[config.mk]
export PLATFORM = sky130hd
export DESIGN_NAME = conv_row_packer
export DESIGN_NICKNAME = d
export VERILOG_FILES = /design/src/rtl/conv_row_packer.sv
export SDC_FILE = /design/constraint.sdc
export NUM_CORES = 1
export LEC_CHECK = 0
export CAP_MARGIN = 20
export CORE_MARGIN = 5
export CORE_UTILIZATION = 45
export CTS_BUF_LIST = sky130_fd_sc_hd__clkbuf_8
export CTS_CLUSTER_DIAMETER = 30
export CTS_CLUSTER_SIZE = 8
export DETAILED_ROUTE_END_ITERATION = 7
export GPL_TIMING_DRIVEN = 0
export PLACE_DENSITY = 0.67
export SYNTH_ARGS = -nofsm -noshare
export SYNTH_HDL_FRONTEND = slang
export SYNTH_SLANG_ARGS = --single-unit
export TNS_END_PERCENT = 1
[constraint.sdc]
create_clock -name clk -period 3 [get_ports clk]
set_clock_uncertainty 0.05 [all_clocks]
set_input_delay 0.3 -clock clk [delete_from_list [all_inputs] [get_ports clk]]
set_output_delay 0.3 -clock clk [all_outputs]
set_load 0.02 [all_outputs]
[src/rtl/conv_row_packer.sv]
// Packs per-pixel convolution results into row words and writes them to the output SRAM via a small FIFO.
// Optional end-of-frame marker write is enabled with `define CONV_PACKER_TERMINATOR_EN.
module conv_row_packer #(
  parameter int unsigned DATA_W     = 16,
  parameter int unsigned COL_W      = 4,
  parameter int unsigned ADDR_W     = 12,
  parameter int unsigned FIFO_DEPTH = 2
) (
  input  logic              clk,
  input  logic              reset_b,
  input  logic              pix_valid,
  output logic              pix_ready,
  input  logic              pix_bit,
  input  logic [COL_W-1:0]  pix_col,
  input  logic [ADDR_W-1:0] pix_waddr,
  input  logic              pix_last,
  input  logic              frame_end,
  input  logic              wr_stall,
  output logic              dut_sram_write_enable,
  output logic [ADDR_W-1:0] dut_sram_write_address,
  output logic [DATA_W-1:0] dut_sram_write_data,
  output logic              busy,
  output logic              frame_done
);

  localparam int unsigned PTR_W = (FIFO_DEPTH > 1) ? $clog2(FIFO_DEPTH) : 1;
  localparam int unsigned CNT_W = $clog2(FIFO_DEPTH + 1);

  typedef struct packed {
    logic [ADDR_W-1:0] addr;
    logic [DATA_W-1:0] data;
  } entry_t;

`ifdef CONV_PACKER_TERMINATOR_EN
  typedef enum logic [2:0] {IDLE, PACK, DRAIN, TERM, DONE} state_t;
`else
  typedef enum logic [2:0] {IDLE, PACK, DRAIN, DONE} state_t;
`endif

  state_t            state_q, state_d;
  logic [DATA_W-1:0] pack_q, pack_c;
  logic [ADDR_W-1:0] row_addr_q, row_addr_c;
  logic              commit_pend_q;
  entry_t            mem_q [FIFO_DEPTH];
  logic [PTR_W-1:0]  wr_ptr_q, rd_ptr_q;
  logic [CNT_W-1:0]  count_q;
  logic              fifo_full, fifo_nonempty;
  logic              accept, push, pop, pend_set, pend_clr;
  entry_t            push_entry, head;

  function automatic logic [PTR_W-1:0] ptr_inc(input logic [PTR_W-1:0] p);
    return (p == PTR_W'(FIFO_DEPTH - 1)) ? '0 : p + PTR_W'(1);
  endfunction

  assign fifo_full     = (count_q == CNT_W'(FIFO_DEPTH));
  assign fifo_nonempty = (count_q != '0);
  assign pix_ready     = !fifo_full && ((state_q == IDLE) || (state_q == PACK));
  assign accept        = pix_valid && pix_ready;
  assign pop           = fifo_nonempty && !wr_stall;
  assign head          = mem_q[rd_ptr_q];
  assign busy          = (state_q != IDLE) || fifo_nonempty;
  assign frame_done    = (state_q == DONE);

  // Row word as it would look after this cycle's pixel; the address latches on the row's first pixel.
  always_comb begin
    pack_c = pack_q;
    if (accept) pack_c[pix_col] = pix_bit;
    row_addr_c = (state_q == IDLE) ? pix_waddr : row_addr_q;
    push_entry = '{addr: row_addr_c, data: pack_c};
  end

  // Next-state and FIFO push decisions.
  always_comb begin
    state_d  = state_q;
    push     = 1'b0;
    pend_set = 1'b0;
    pend_clr = 1'b0;
    case (state_q)
      IDLE: begin
        if (accept) push = pix_last;
        if (frame_end) begin
          if (accept && !pix_last) push = 1'b1;
          state_d = DRAIN;
        end else if (accept && !pix_last) begin
          state_d = PACK;
        end
      end
      PACK: begin
        if (frame_end) begin
          if (accept || !fifo_full) push = 1'b1;
          else                      pend_set = 1'b1;
          state_d = DRAIN;
        end else if (accept && pix_last) begin
          push    = 1'b1;
          state_d = IDLE;
        end
      end
      DRAIN: begin
        if (commit_pend_q) begin
          if (!fifo_full) begin
            push     = 1'b1;
            pend_clr = 1'b1;
          end
        end else if (!fifo_nonempty) begin
`ifdef CONV_PACKER_TERMINATOR_EN
          state_d = TERM;
`else
          state_d = DONE;
`endif
        end
      end
`ifdef CONV_PACKER_TERMINATOR_EN
      TERM: begin
        if (!wr_stall) state_d = DONE;
      end
`endif
      DONE:    state_d = IDLE;
      default: state_d = IDLE;
    endcase
  end

  always_ff @(posedge clk or posedge reset_b) begin
    if (reset_b) begin
      state_q       <= IDLE;
      pack_q        <= '0;
      row_addr_q    <= '0;
      commit_pend_q <= 1'b0;
    end else begin
      state_q <= state_d;
      if (push)        pack_q <= '0;
      else if (accept) pack_q <= pack_c;
      if (accept && (state_q == IDLE)) row_addr_q <= pix_waddr;
      if (pend_set)      commit_pend_q <= 1'b1;
      else if (pend_clr) commit_pend_q <= 1'b0;
    end
  end

  // Row FIFO; a same-cycle pop never makes room for the push.
  always_ff @(posedge clk or posedge reset_b) begin
    if (reset_b) begin
      for (int i = 0; i < int'(FIFO_DEPTH); i++) mem_q[i] <= '0;
      wr_ptr_q <= '0;
      rd_ptr_q <= '0;
      count_q  <= '0;
    end else begin
      if (push) begin
        mem_q[wr_ptr_q] <= push_entry;
        wr_ptr_q        <= ptr_inc(wr_ptr_q);
      end
      if (pop) rd_ptr_q <= ptr_inc(rd_ptr_q);
      count_q <= count_q + CNT_W'(push) - CNT_W'(pop);
    end
  end

`ifdef CONV_PACKER_TERMINATOR_EN
  logic [ADDR_W-1:0] last_addr_q;
  logic              wrote_any_q;
  logic [ADDR_W-1:0] marker_addr;

  // Track the last written row so the marker lands just past it.
  always_ff @(posedge clk or posedge reset_b) begin
    if (reset_b) begin
      last_addr_q <= '0;
      wrote_any_q <= 1'b0;
    end else if (pop) begin
      last_addr_q <= head.addr;
      wrote_any_q <= 1'b1;
    end else if (state_q == DONE) begin
      wrote_any_q <= 1'b0;
    end
  end

  assign marker_addr            = wrote_any_q ? last_addr_q + ADDR_W'(1) : '0;
  assign dut_sram_write_enable  = pop || ((state_q == TERM) && !wr_stall);
  assign dut_sram_write_address = (state_q == TERM) ? marker_addr : head.addr;
  assign dut_sram_write_data    = (state_q == TERM) ? DATA_W'(16'h00FF) : head.data;
`else
  assign dut_sram_write_enable  = pop;
  assign dut_sram_write_address = head.addr;
  assign dut_sram_write_data    = head.data;
`endif

endmodule

---- Word-level counts from Yosys, hierarchy flattened ----
Cells that the tools add are included.
word-level totals
  word-level logic and storage cells ...... 87
  output and inout bits ................... 32
  bits of input ports ..................... 23
  register bits after elaboration ......... 92
operators by class
  bitwise logic cells ..................... 2
  multiplexer cells ....................... 37
  add/subtract/negate cells ............... 4
  reductions and logical operators ........ 20
  equality and inequality tests ........... 8
  magnitude comparators ................... 5
operators with widths
  kind                                                                count
  2-to-1 mux 28 bit                                                   4
  bitwise mux 56 bit                                                  1
  2-to-1 mux 16 bit                                                   3
  demux 28 bit (select 1 bit)                                         1
  2-to-1 mux 3 bit                                                    6
  2-to-1 mux 1 bit                                                    17
  bitwise mux 16 bit                                                  1
  2-to-1 mux 12 bit                                                   1
  one-hot mux 3 bit (3 select lines)                                  1
  logical AND 1 bit                                                   8
  == test 3 x 2 -> 1 bit (second input constant)                      2
  inequality test 3 x 2 -> 1 bit (second input constant)              2
  nonzero test 2 bit                                                  3
  < comparator 4 x 5 -> 1 bit (second input constant)                 1
  demux 1 bit (select 4 bit)                                          1
  greater-or-equal comparator 2 bit (second input constant)           2
  greater-or-equal comparator 4 x 1 -> 1 bit (second input constant)  1
  inequality test 2 bit (second input constant)                       2
  inverter 1 -> 2 bit                                                 2
  AND reduction 4 bit                                                 1
  == test 3 x 1 -> 1 bit (second input constant)                      1
  zero test 1 bit                                                     3
  zero test 3 bit                                                     1
  logical OR 1 bit                                                    3
  7 further kinds                                                     8

---- Depth between registers and ports, before layout ----
  depth in word-level cells ............... 10
  depth in mapped cells ................... 12
  depth with buffers taken out ............ 9

---- Least setup slack after synthesis ----
Ideal clock, no wire load.
  kind .................................... register to register
  from .................................... register state_q[0]
  to ...................................... register count_q[1]
  data arrival time ....................... 1975 ps
  stages on the path, launching flop included .. 13
  buffers on the path ..................... 3
  period minus slack after synthesis ...... 2148 ps
  slack ................................... 852 ps
  setup time .............................. 123 ps
  cells stage by stage .................... dfrtp_1 > buf_6 > a21oi_1 > o21bai_4 > and3_1 > clkbuf_1 > buf_2 > inv_1 > ha_1 > inv_1 > ha_1 > xnor2_1 > xnor2_1
on the way
  word-level cells in the longest chain between the ends .. 10
  elaborated cells between the ends (all ways) .. 18
ends and longest elaborated chain
  item                                                       line        source
  from (decl)                                                40          state_t state_q, state_d;
  from (signal assigned)                                     129         state_q <= state_d;
  == test 3 x 1 -> 1 bit or zero test 3 bit (tied branches)  57, 78
  logical OR 1 bit                                           57          assign pix_ready = !fifo_full && ((state_q == IDLE) || (state_q == PACK));
  logical AND 1 bit                                          57
  logical AND 1 bit                                          58          assign accept = pix_valid && pix_ready;
  2-to-1 mux 1 bit, or another cell as far along             80          if (accept) push = pix_last;
  2-to-1 mux 1 bit (on tied branches)                        82, 90, 93
  2-to-1 mux 1 bit (on tied branches)                        81, 89
  one-hot mux 1 bit (3 select lines) (*)                     78          case (state_q)
  adder 2 x 1 -> 2 bit (*)                                   151         count_q <= count_q + CNT_W'(push) - CNT_W'(pop);
  subtractor 2 x 1 -> 2 bit (*)                              151
  to (signal assigned)                                       151
  to (decl)                                                  46          logic [CNT_W-1:0] count_q;
Every way passes the cells marked *; elsewhere a longest branch is shown, timed or not.
A chain may end at the register's enable or synchronous reset.

---- Worst setup path in the final report ----
  from .................................... register state_q[1]
  to ...................................... output busy
on the way
  word-level cells in the longest chain between the ends .. 2
ends and longest elaborated chain
  item                line  source
  nonzero test 3 bit  61    assign busy = (state_q != IDLE) || fifo_nonempty;
  logical OR 1 bit    61
  to (decl)           22    output logic busy,
No other way between the ends.

==> impl_summary.md <==
STA
The count of pins over their slew limit is 0. The count of endpoints failing setup in the final report is 0. The actual slew at the worst max-slew pin is 0.6932 ns. The count of final hold-check violations was 0.

Setup repair after global routing left no endpoint under its margin. The relative slew slack is 0.5378. In the finished design, the share of the clock period the worst path needs comes to 0.8803. The worst path in the final design needs a cycle of 2.641 ns, including I/O delays and setup. The upper clock frequency limit is 378.7 MHz. The final worst-path setup slack is 0.3592 ns.

Pwr
The power consumption is 5.986 mW. In this run the static leakage power is 2.428 nW. The worst-case IR drop observed on VDD is 0.6044 mV.

For this design the ratio of total power to cell area is around 1100 mW/mm².

Clock tree
The number of buffers added to fix hold violations after cts is 0. The H-tree depth reported by CTS is 3. The count of buffers added by post-CTS timing repair for setup is 0.

CTS placed an instance of sky130_fd_sc_hd__clkbuf_8 at the clock tree root. Clock-pin slew was measured on the worst setup and hold paths at between 0.1 and 0.15 ns. Clock latency on the worst-skew pair, taken at its later pin, is 0.35 ns.

The maximum number of buffers from clock root to sink is 2. The post-cts resize count is 0. The sink count of the clock tree is 91.

TritonCTS built the clock tree. The number of CTS-inserted buffers is 9.

Synthesis
Summing every instance area after synthesis gives between 0.004 and 0.005 mm². In the post-synthesis netlist, the biggest area contributors are sky130_fd_sc_hd__dfrtp_1 (52%), sky130_fd_sc_hd__mux2_2 (18%), sky130_fd_sc_hd__mux2_4 (6.8%). Counting flops and latches in the post-synthesis netlist gives between 90 and 100.

For this run, the number of Yosys warnings is 0. The synthesized design spends more area on one cell type than any other, namely sky130_fd_sc_hd__dfrtp_1. The post-synthesis instance total is 341.

The post-synthesis net count is 366. The top-area cell type share of the netlist area is 0.5190. Dividing the synthesized area by the synthesized cell count gives 12.87 µm². Of the synthesized area, sequential elements account for 0.5190. The count of unique library cells instantiated by Yosys is 34.

Place
The placed wire-length estimate after detailed placement is between 6 and 7 mm. The congestion estimate from routability-driven global placement came to 0.8067. The cell count after placement is 529. The number of buffers inserted by port buffering is 54.

The post-placement setup slack is 0.1385 ns.

Die
The area of the core region is 0.009639 mm². The count of standard-cell rows is 36. The chip height is 108.7 µm.

The die covers 0.01183 mm². The I/O pin count is 55. The initial core utilization is 0.4552. Measured along the x axis, the die boundary spans 108.7 µm.

GRT
For this run, the total global-route usage over all layers was measured as 0.1688. Global routing finished with a remaining overflow of 0. The first global-routing pass estimated 15.81 mm of wire. Entering global routing, the biggest net connects 49 pins. The number of antenna violations at the first check in global routing is 0. The via count of the first global-routing pass is 3,121.

Worst setup path
The worst setup path is captured at a primary output. For the worst flop-to-flop path, the logic depth is 12. The worst flop-to-flop path startpoint is state_q[0]. The setup check on the worst reg-to-reg path leaves a slack of 0.54 ns.

The worst setup path category is flip-flop to primary output. The category of the worst setup path launch point is a flip-flop. Of all nets on the critical path, the largest fanout is 10. STA puts the critical path data arrival time at 2.29 ns. Data on the critical path is required at its endpoint by 2.65 ns. The reg-to-reg endpoint is count_q[1].

Finish
The core utilization of the finished layout is 0.5521. The count of inserted antenna diode cells is 0. After the last flow step, the layout net total stands at 431. In the final layout, the share of cells above drive strength 1 is 0.3187. In the final layout, flip-flops and latches occupy 0.002277 mm².

The area growth from synthesis to layout is 21.27%. The filler-free cell count of the finished design is 544. The number of fill cells is 859. The area used by multi-input combinational logic is 0.001956 mm².

Route
The detailed router placed 2,889 vias in this run. In the routed layout, each cell is associated on average with a via count of 5.311. Dividing the detail-routed wire length by the instance count gives 17.05 µm.

The pre-antenna-repair detailed-routing pass consisted of 4 iterations. Once detail routing completed, the nets flagged for antenna violations numbered 0. The sum of routed wire length over all layers is 9.274 mm. The iteration-0 DRC count of the detailed router is 93.

In the routed design, unresolved DRC markers number 0.

Run status
The flow ran to the end, and the final reports show no timing, DRC or antenna violations.

Run
The number of maximum-capacitance constraint violations is 0.

Min path
The min-delay analysis places its worst path in the category primary input to asynchronous set/reset pin.
-- layer usage --
layer	GRT usage	share of wire	up-vias
met1	0.2262	0.48	1467
met3	0.03316	0.035	11
met5	0	0	-
li1	-	-	1362
met2	0.2802	0.48	49
met4	0.04689	0.011	0
-- sequential cells by signal (all words and copies together), names as in the netlist --
signal and flops:
mem_q 56, pack_q 16, row_addr_q 12, count_q 2, state_q 2, commit_pend_q 1, rd_ptr_q 1, wr_ptr_q 1
-- critical path: stages, from the launching register on --
cell and delay (ns):
sky130_fd_sc_hd__dfrtp_1 0.40, sky130_fd_sc_hd__buf_4 0.19, sky130_fd_sc_hd__nor2_1 0.36, sky130_fd_sc_hd__buf_2 0.36, sky130_fd_sc_hd__nand2_1 0.08, sky130_fd_sc_hd__clkdlybuf4s50_1 0.54
-- where the power goes --
group | switching (mW) | internal (mW) | leakage (nW)
Combinational | 1.53 | 1.61 | 1.19
Sequential | 0.248 | 1.73 | 1.14
Clock | 0.466 | 0.393 | 0.102
-- cells in the final DEF (no fill, tap or decap), types with 3 or more instances in the layout --
cell,instances
sky130_fd_sc_hd__clkdlybuf4s50_1,54
sky130_fd_sc_hd__nor2_1,18
sky130_fd_sc_hd__and2_1,3
sky130_fd_sc_hd__buf_6,3
sky130_fd_sc_hd__nand4_1,16
sky130_fd_sc_hd__mux2i_1,12
sky130_fd_sc_hd__mux2_2,69
sky130_fd_sc_hd__a21oi_1,24
sky130_fd_sc_hd__inv_1,4
sky130_fd_sc_hd__xnor2_1,3
sky130_fd_sc_hd__dfrtp_1,91
sky130_fd_sc_hd__a31oi_1,23
sky130_fd_sc_hd__mux2_4,20
sky130_fd_sc_hd__clkbuf_8,9
sky130_fd_sc_hd__nor2b_1,10
sky130_fd_sc_hd__buf_2,12
sky130_fd_sc_hd__clkbuf_1,7
-- worst max path at each step --
stage	from	to	slack, ns	cells after the start
finish	state_q[1]	busy	0.36	5
global route	state_q[1]	busy	0.18	5
CTS	rd_ptr_q	dut_sram_write_data[14]	0.03	4
detailed placement	frame_end	count_q[1]	0.14	12
global placement	reset_b	commit_pend_q	-1.08	2
floorplan	reset_b	commit_pend_q	0.29	1
-- final cells by class --
| class | count | area share |
|---|---|---|
| Clock inverter | 7 | 0.01434 |
| Timing Repair Buffer | 55 | 0.1067 |
| Multi-Input combinational cell | 220 | 0.3675 |
| Tap cell | 133 | 0.03127 |
| Clock buffer | 9 | 0.02328 |
| Sequential cell | 91 | 0.4279 |
| Buffer | 24 | 0.02492 |
| Inverter | 5 | 0.003997 |
-- cell usage after synthesis (all sizes together) --
| master | count |
|---|---|
| ha | 2 |
| xor2 | 1 |
| and3 | 1 |
| inv | 5 |
| a31oi | 23 |
| o21ai | 2 |
| mux2 | 91 |
| o21bai | 1 |
| nand2 | 4 |
| clkbuf | 8 |
| dfrtp | 91 |
| buf | 17 |
| nand3b | 1 |
| nand3 | 1 |
| mux2i | 12 |
| nor2b | 10 |
| and2 | 3 |
| nand4 | 16 |
| a211oi | 2 |
| xnor2 | 3 |
| a21oi | 24 |
| nand2b | 2 |
| a31o | 1 |
| and2b | 1 |
| nor2 | 18 |
| o32ai | 1 |
-- metrics by stage --
| step | hold slack [ns] | cell area (µm²) | TNS (ns) |
|---|---|---|---|
| final | 0.2955 | 5321 | 0 |
| after global routing | 0.3423 | 5321 | 0 |
| after CTS | 0.3198 | 5325 | 0 |
| after detailed placement | 0.4316 | 5125 | 0 |
| after global placement | 0.4195 | 5095 | -97.74 |
| after floorplan | 0.3591 | 4388 | 0 |
-- cells by family (layout without fill, tap and decap cells) --
kind of cell | Yosys count | after routing | synth area share
simple gates | 57 | 57 | 0.07414
flops | 91 | 91 | 0.5190
fa+ha+maj | 2 | 2 | 0.005702
buf+inv | 30 | 100 | 0.03536
xor+xnor | 4 | 4 | 0.007985
mux | 103 | 103 | 0.2780
compound gates | 54 | 54 | 0.07984
(Power assumes the default switching activity.)
==> patch 1: new RTL, same settings <==
The option `CONV_PACKER_TERMINATOR_EN` is turned on by a define.
--- a/src/rtl/conv_row_packer.sv
+++ b/src/rtl/conv_row_packer.sv
@@ -1,5 +1,7 @@
 // Packs per-pixel convolution results into row words and writes them to the output SRAM via a small FIFO.
 // Optional end-of-frame marker write is enabled with `define CONV_PACKER_TERMINATOR_EN.
+`define CONV_PACKER_TERMINATOR_EN
+
 module conv_row_packer #(
   parameter int unsigned DATA_W     = 16,
   parameter int unsigned COL_W      = 4,
Formal check against the unedited RTL: not equivalent (Yosys sat finds a counterexample within 4 cycles, from zero or initial values and one cycle with reset_b high).
==> patch 1 against the unedited design <==
  * Via count grew 19%
  * Final cell count grew 17%
  * Global-route usage shrank 0.26 points
  * Power grew 11%
  * Register-to-register slack lost 0.27 ns
  * Routed wire length grew 20%
  * Synthesized cell count grew 25%
  * Area after synthesis grew 19%
  * Sequential cell count grew 14
  * Count of clock-buffer cells in the layout grew 1
  * Design area grew 17%
  * Setup slack lost 0.20 ns
  * Clock power grew 9.9%
==> patch 1: results (changes against the unedited design) <==
Layout
  • Regs by FF count: mem_q (56), pack_q (16)
  • Largest Register: mem_q
  • # nets final: 517 (+20%)
  • # fillers: 1016 (+18%)
  • Finished Layout Cells: 636 (+17%)
  • Ratio of cells with drive above 1 in the final layout: 0.270 (-0.0490)

Yosys
  • Top cells by count, synth: dfrtp_1, mux2_2, mux2i_1, nand2_1, mux2_4
  • Post-synth net total: 451 (+23%)
  • Mean Syn Cell Area: 12.3 um^2 (-4.3%)
  • Ys Warns: 0 (unchanged)
  • Synth area leaders: dfrtp_1, mux2_2, mux2_4
  • Register area share after synthesis: 0.502 (-0.0168)
  • Fraction of registers with async set/reset: 1.00 (unchanged)
  • Yosys cell types: 42 (+24%)

GRT
  • Vias in the first global route: 3619 (+16%)
  • First-pass GRT wire length: 18.8 mm (+19%)
  • Antenna violations before repair: 0 (unchanged)
  • Pin count of the biggest net entering global routing: 44 (-10%)
  • GRT Resource Usage Total: 0.166 (-0.00263)

Critical path
  • FF-to-FF setup slack: 0.27 ns (-0.27 ns)
  • FF-to-FF path depth: 11 (-1)
  • Reg-to-Reg End: count_q[1]$_DFF_PP0_
  • R2R Path Start: count_q[1]$_DFF_PP0_
  • Critical Path AT: 2.49 ns (+0.20 ns)

Place
  • Routability cong.: 0.798 (-1.1%)
  • Cells after DPL: 623 (+18%)
  • Placement-stage cell area: 5990 um^2 (+17%)
  • Post-detail-place hpwl: 8.11 mm (+24%)
  • Port bufs: 53 (-1.9%)

Drt
  • Via count: 3430 (+19%)
  • Drt initial violations: 159 (+71%)
  • Drt wl/cell: 17.5 um (+2.7%)

CTS
  • Htree depth: 3 (unchanged)
  • Latest clock arrival within the worst-skew pair: 0.37 ns (+0.02 ns)

Timing
  • Slew HR: 0.393 (-0.145)
  • Hold Slack: 0.411 ns (+0.116 ns)

Pwr
  • Worst vdd ir: 0.637 mV (+5.3%)
  • P_leak: 2.83 nW (+17%)
  • NetSw: 2.50 mW (+11%)

Run status
  • Outcome: finished clean
patch 1: changes by cell type in the layout (fill, tap and decap cells not counted), moves of 13 or more:
cell | unedited run | this run
a21oi_1 | 24 | 6
a31oi_1 | 23 | 0
dfrtp_1 | 91 | 105
mux2i_1 | 12 | 28
nand2_1 | 2 | 27
nand4_1 | 16 | 3
o21ai_0 | 2 | 15
patch 1: metrics by stage:
step	setup slack [ns]	TNS (ns)
2_1_floorplan	0.362	0
3_3_place_gp	-0.0846	-0.0846
3_5_place_dp	-0.124	-0.124
4_1_cts	0.00116	0
5_1_grt	-0.0216	-0.0216
6_report	0.164	0
patch 1: repair_timing:
action                                  4_1_cts  5_1_grt
endpoints found under the setup margin       19       14
hold buffers                                  0        0
cloned                                        0        0
gates resized for setup                       5       10
patch 1: final cells by class:
| cell class | instances | area, um^2 | share of cell area |
|---|---|---|---|
| Timing Repair Buffer | 55 | 573 | 0.0922 |
| Tap cell | 143 | 179 | 0.0288 |
| Clock buffer | 10 | 138 | 0.0221 |
| Buffer | 26 | 171 | 0.0276 |
| Sequential cell | 105 | 2630 | 0.423 |
| Inverter | 5 | 22.5 | 0.00362 |
| Multi-Input combinational cell | 289 | 2440 | 0.392 |
| Clock inverter | 3 | 67.6 | 0.0109 |
patch 1: kinds of logic after synthesis:
logic type / synth area share
compound gates: 0.0430
fa+ha+maj: 0.00717
xor+xnor: 0.0234
simple gates: 0.114
mux: 0.277
buf+inv: 0.0335
flops: 0.502
patch 1: routing by layer:
metal,vias up,global-route usage,share of wire
met5,-,0,0
met4,0,0.0437,0.0087
met3,8,0.0442,0.036
met2,52,0.255,0.47
met1,1733,0.235,0.49
li1,1637,-,-
patch 1: worst max-delay path by stage:
stage,slack (ns),to,start
floorplan,0.36,count_q[1]$_DFF_PP0_,state_q[2]$_DFFE_PP0P_
global placement,-0.08,count_q[1]$_DFF_PP0_,frame_end
detailed placement,-0.12,count_q[1]$_DFF_PP0_,frame_end
CTS,0.001,dut_sram_write_address[9],state_q[0]$_DFFE_PP0P_
global route,-0.02,busy,state_q[1]$_DFFE_PP0P_
finish,0.16,busy,state_q[1]$_DFFE_PP0P_
patch 1: power groups by stage:
stage	logic [mW]	registers (mW)	clock network [mW]
2_1_floorplan	2.34	2.21	0
3_3_place_gp	3.34	2.26	0
3_5_place_dp	3.41	2.30	0
4_1_cts	3.44	2.27	0.969
5_1_grt	3.69	2.34	1.03
6_report	3.41	2.27	0.944
==> patch 2: new RTL, same settings <==
Made on the original files. The 4 states of `state_t` get a one-hot encoding in 4 bits.
--- a/src/rtl/conv_row_packer.sv
+++ b/src/rtl/conv_row_packer.sv
@@ -34,7 +34,7 @@
 `ifdef CONV_PACKER_TERMINATOR_EN
   typedef enum logic [2:0] {IDLE, PACK, DRAIN, TERM, DONE} state_t;
 `else
-  typedef enum logic [2:0] {IDLE, PACK, DRAIN, DONE} state_t;
+  typedef enum logic [3:0] {IDLE = 4'b0001, PACK = 4'b0010, DRAIN = 4'b0100, DONE = 4'b1000} state_t;
 `endif
 
   state_t            state_q, state_d;
Function: no difference found for any inputs over 4 cycles, from zero or initial values and one cycle with reset_b high; so few cycles prove little.
==> patch 2 against the unedited design <==
  * Largest power group unchanged
  * Design area increased by 5.5%
  * Maximum frequency decreased by 7.7%
  * Largest cell class unchanged
  * Sequential cell count increased by 2
  * Clock power decreased by 7.3%
  * Sequential share of layout area decreased by 1.3 points
  * Non-clock buffer count increased by 14
  * Area after synthesis increased by 7.2%
  * Core utilization decreased by 0.55 points
  * Power increased by 7.9%
  * Register-to-register slack got worse by 0.33 ns
  * Sequential power increased by 7%
  * Critical path depth unchanged
  * Setup slack got worse by 0.22 ns
  * Routed wire length increased by 28%
==> patch 2: results (changes against the unedited design) <==
Drt
  • Drt pass-1 iters: 5 (+1)
  • Via count: 3801 (+32%)
  • Drt wl/cell: 18.4 um (+8.1%)
  • Drt initial violations: 262 (+180%)
  • M1 WL: 5.34 mm (+21%)
  • Routed wl met2: 5.53 mm (+25%)
  • Wire length on met3: 799 um (+150%)

Hold path
  • Hold crit path type: primary input to asynchronous set/reset pin

Place
  • Port bufs: 51 (-5.6%)
  • Post-detail-place hpwl: 8.33 mm (+27%)
  • Placement-stage cell area: 5410 um^2 (+5.6%)
  • Routability cong.: 0.908 (+13%)
  • Pre-CTS setup slack: 0.253 ns (+0.115 ns)
  • Cells after DPL: 626 (+18%)

Pwr
  • Worst vdd ir: 0.501 mV (-17%)
  • Sequential power share: 0.329 (-0.002)
  • P_leak: 2.36 nW (-2.8%)
  • NetSw: 2.72 mW (+21%)

Layout
  • # nets final: 528 (+23%)
  • Ratio of cells with drive above 1 in the final layout: 0.156 (-0.163)
  • Finished Layout Cells: 644 (+18%)

GRT
  • First-pass GRT wire length: 19.8 mm (+25%)
  • Pin count of the biggest net entering global routing: 57 (+16%)
  • GRT Resource Usage Total: 0.193 (+0.0244)
  • Vias in the first global route: 3905 (+25%)

Yosys
  • Main flop type after synthesis: dfrtp_1
  • Post-Syn Instances: 438 (+28%)
  • Top cells by count, synth: dfrtp_1, mux2i_1, a31oi_1, a221oi_1, inv_1
  • Synth area leaders: dfrtp_1, mux2i_1, mux2_2
  • Post-synth net total: 463 (+27%)
  • Register area share after synthesis: 0.495 (-0.0239)
  • Yosys cell types: 46 (+35%)

Critical path
  • CP Launch Point: state_q[0]$_DFFE_PP1P_
  • R2R Path Start: state_q[3]$_DFFE_PP0P_
  • Critical Path AT: 2.51 ns (+0.22 ns)

Run status
  • Outcome: finished clean

Timing
  • Slew HR: 0.558 (+0.0204)
==> patch 2: cell types whose count changed in the layout (fill, tap and decap cells not counted), moves of 7 or more <==
| cell | delta |
|---|---|
| a221oi_1 | +32 |
| a31oi_1 | +11 |
| buf_4 | +7 |
| inv_1 | +27 |
| mux2_2 | -41 |
| mux2_4 | -20 |
| mux2i_1 | +24 |
| nand2_1 | +17 |
| nand3_1 | +8 |
| nor2_1 | -7 |
| o21ai_0 | +25 |
==> patch 2: critical path, cell delays in order (launching register included) <==
cell and delay (ns):
dfstp_2 0.54, buf_2 0.22, xnor2_1 0.21, nor3_4 0.25, buf_2 0.27, clkdlybuf4s50_1 0.65
==> patch 2: per-layer routing <==
| layer | vias to the layer above | global-route usage |
|---|---|---|
| met1 | 1864 | 0.269 |
| met2 | 152 | 0.301 |
| met5 | - | 0 |
| li1 | 1769 | - |
| met3 | 16 | 0.0464 |
| met4 | 0 | 0.0601 |
==> patch 2: what timing repair did <==
action                                  4_1_cts  5_1_grt
endpoints found under the setup margin        1        1
hold buffers                                  0        0
pin swaps                                     0        1
setup buffers                                 0        2
endpoints found under the hold margin         0        0
gates resized for setup                       1        0
==> patch 2: cells by family after synthesis <==
kind of cell,after synthesis,share of synthesized area
adders and majority gates,2,0.00532
xor gates and xnor gates,5,0.00931
muxes,64,0.144
DFF,93,0.495
buffers and inverters,71,0.0713
AOI/OAI and AO/OA,126,0.182
and+or+nand+nor,77,0.0934
==> patch 2: path summary, 6_finish.rpt <==
path                                             end  slack (ns)  depth (start not counted)
max                                        pix_ready        0.14                          5
min                           state_q[2]$_DFFE_PP0P_        0.25                          2
max reg2reg                     count_q[1]$_DFF_PP0_        0.21                         12
min reg2reg                row_addr_q[5]$_DFFE_PP0P_        0.46                          1
max in group asynchronous      mem_q[39]$_DFFE_PP0P_        2.00                          3
min in group clk              state_q[2]$_DFFE_PP0P_        0.26                          3
==> patch 2: final cells by class <==
| cell class | count | area [um^2] |
|---|---|---|
| fill | 934 | 4660 |
| clock inverter | 7 | 57.6 |
| multi-input combinational | 274 | 2050 |
| tap | 136 | 170 |
| buffer | 39 | 215 |
| clock buffer | 9 | 124 |
| inverter | 32 | 123 |
| sequential | 93 | 2330 |
| timing repair buffer | 54 | 553 |
==> patch 2: power by group through the flow <==
stage / sequential [mW] / clock (mW) / combinational (mW)
2_1_floorplan: 2.05 / 0 / 2.36
3_3_place_gp: 2.12 / 0 / 3.45
3_5_place_dp: 2.14 / 0 / 3.50
4_1_cts: 2.12 / 0.813 / 3.53
5_1_grt: 2.20 / 0.862 / 3.86
6_report: 2.12 / 0.796 / 3.54
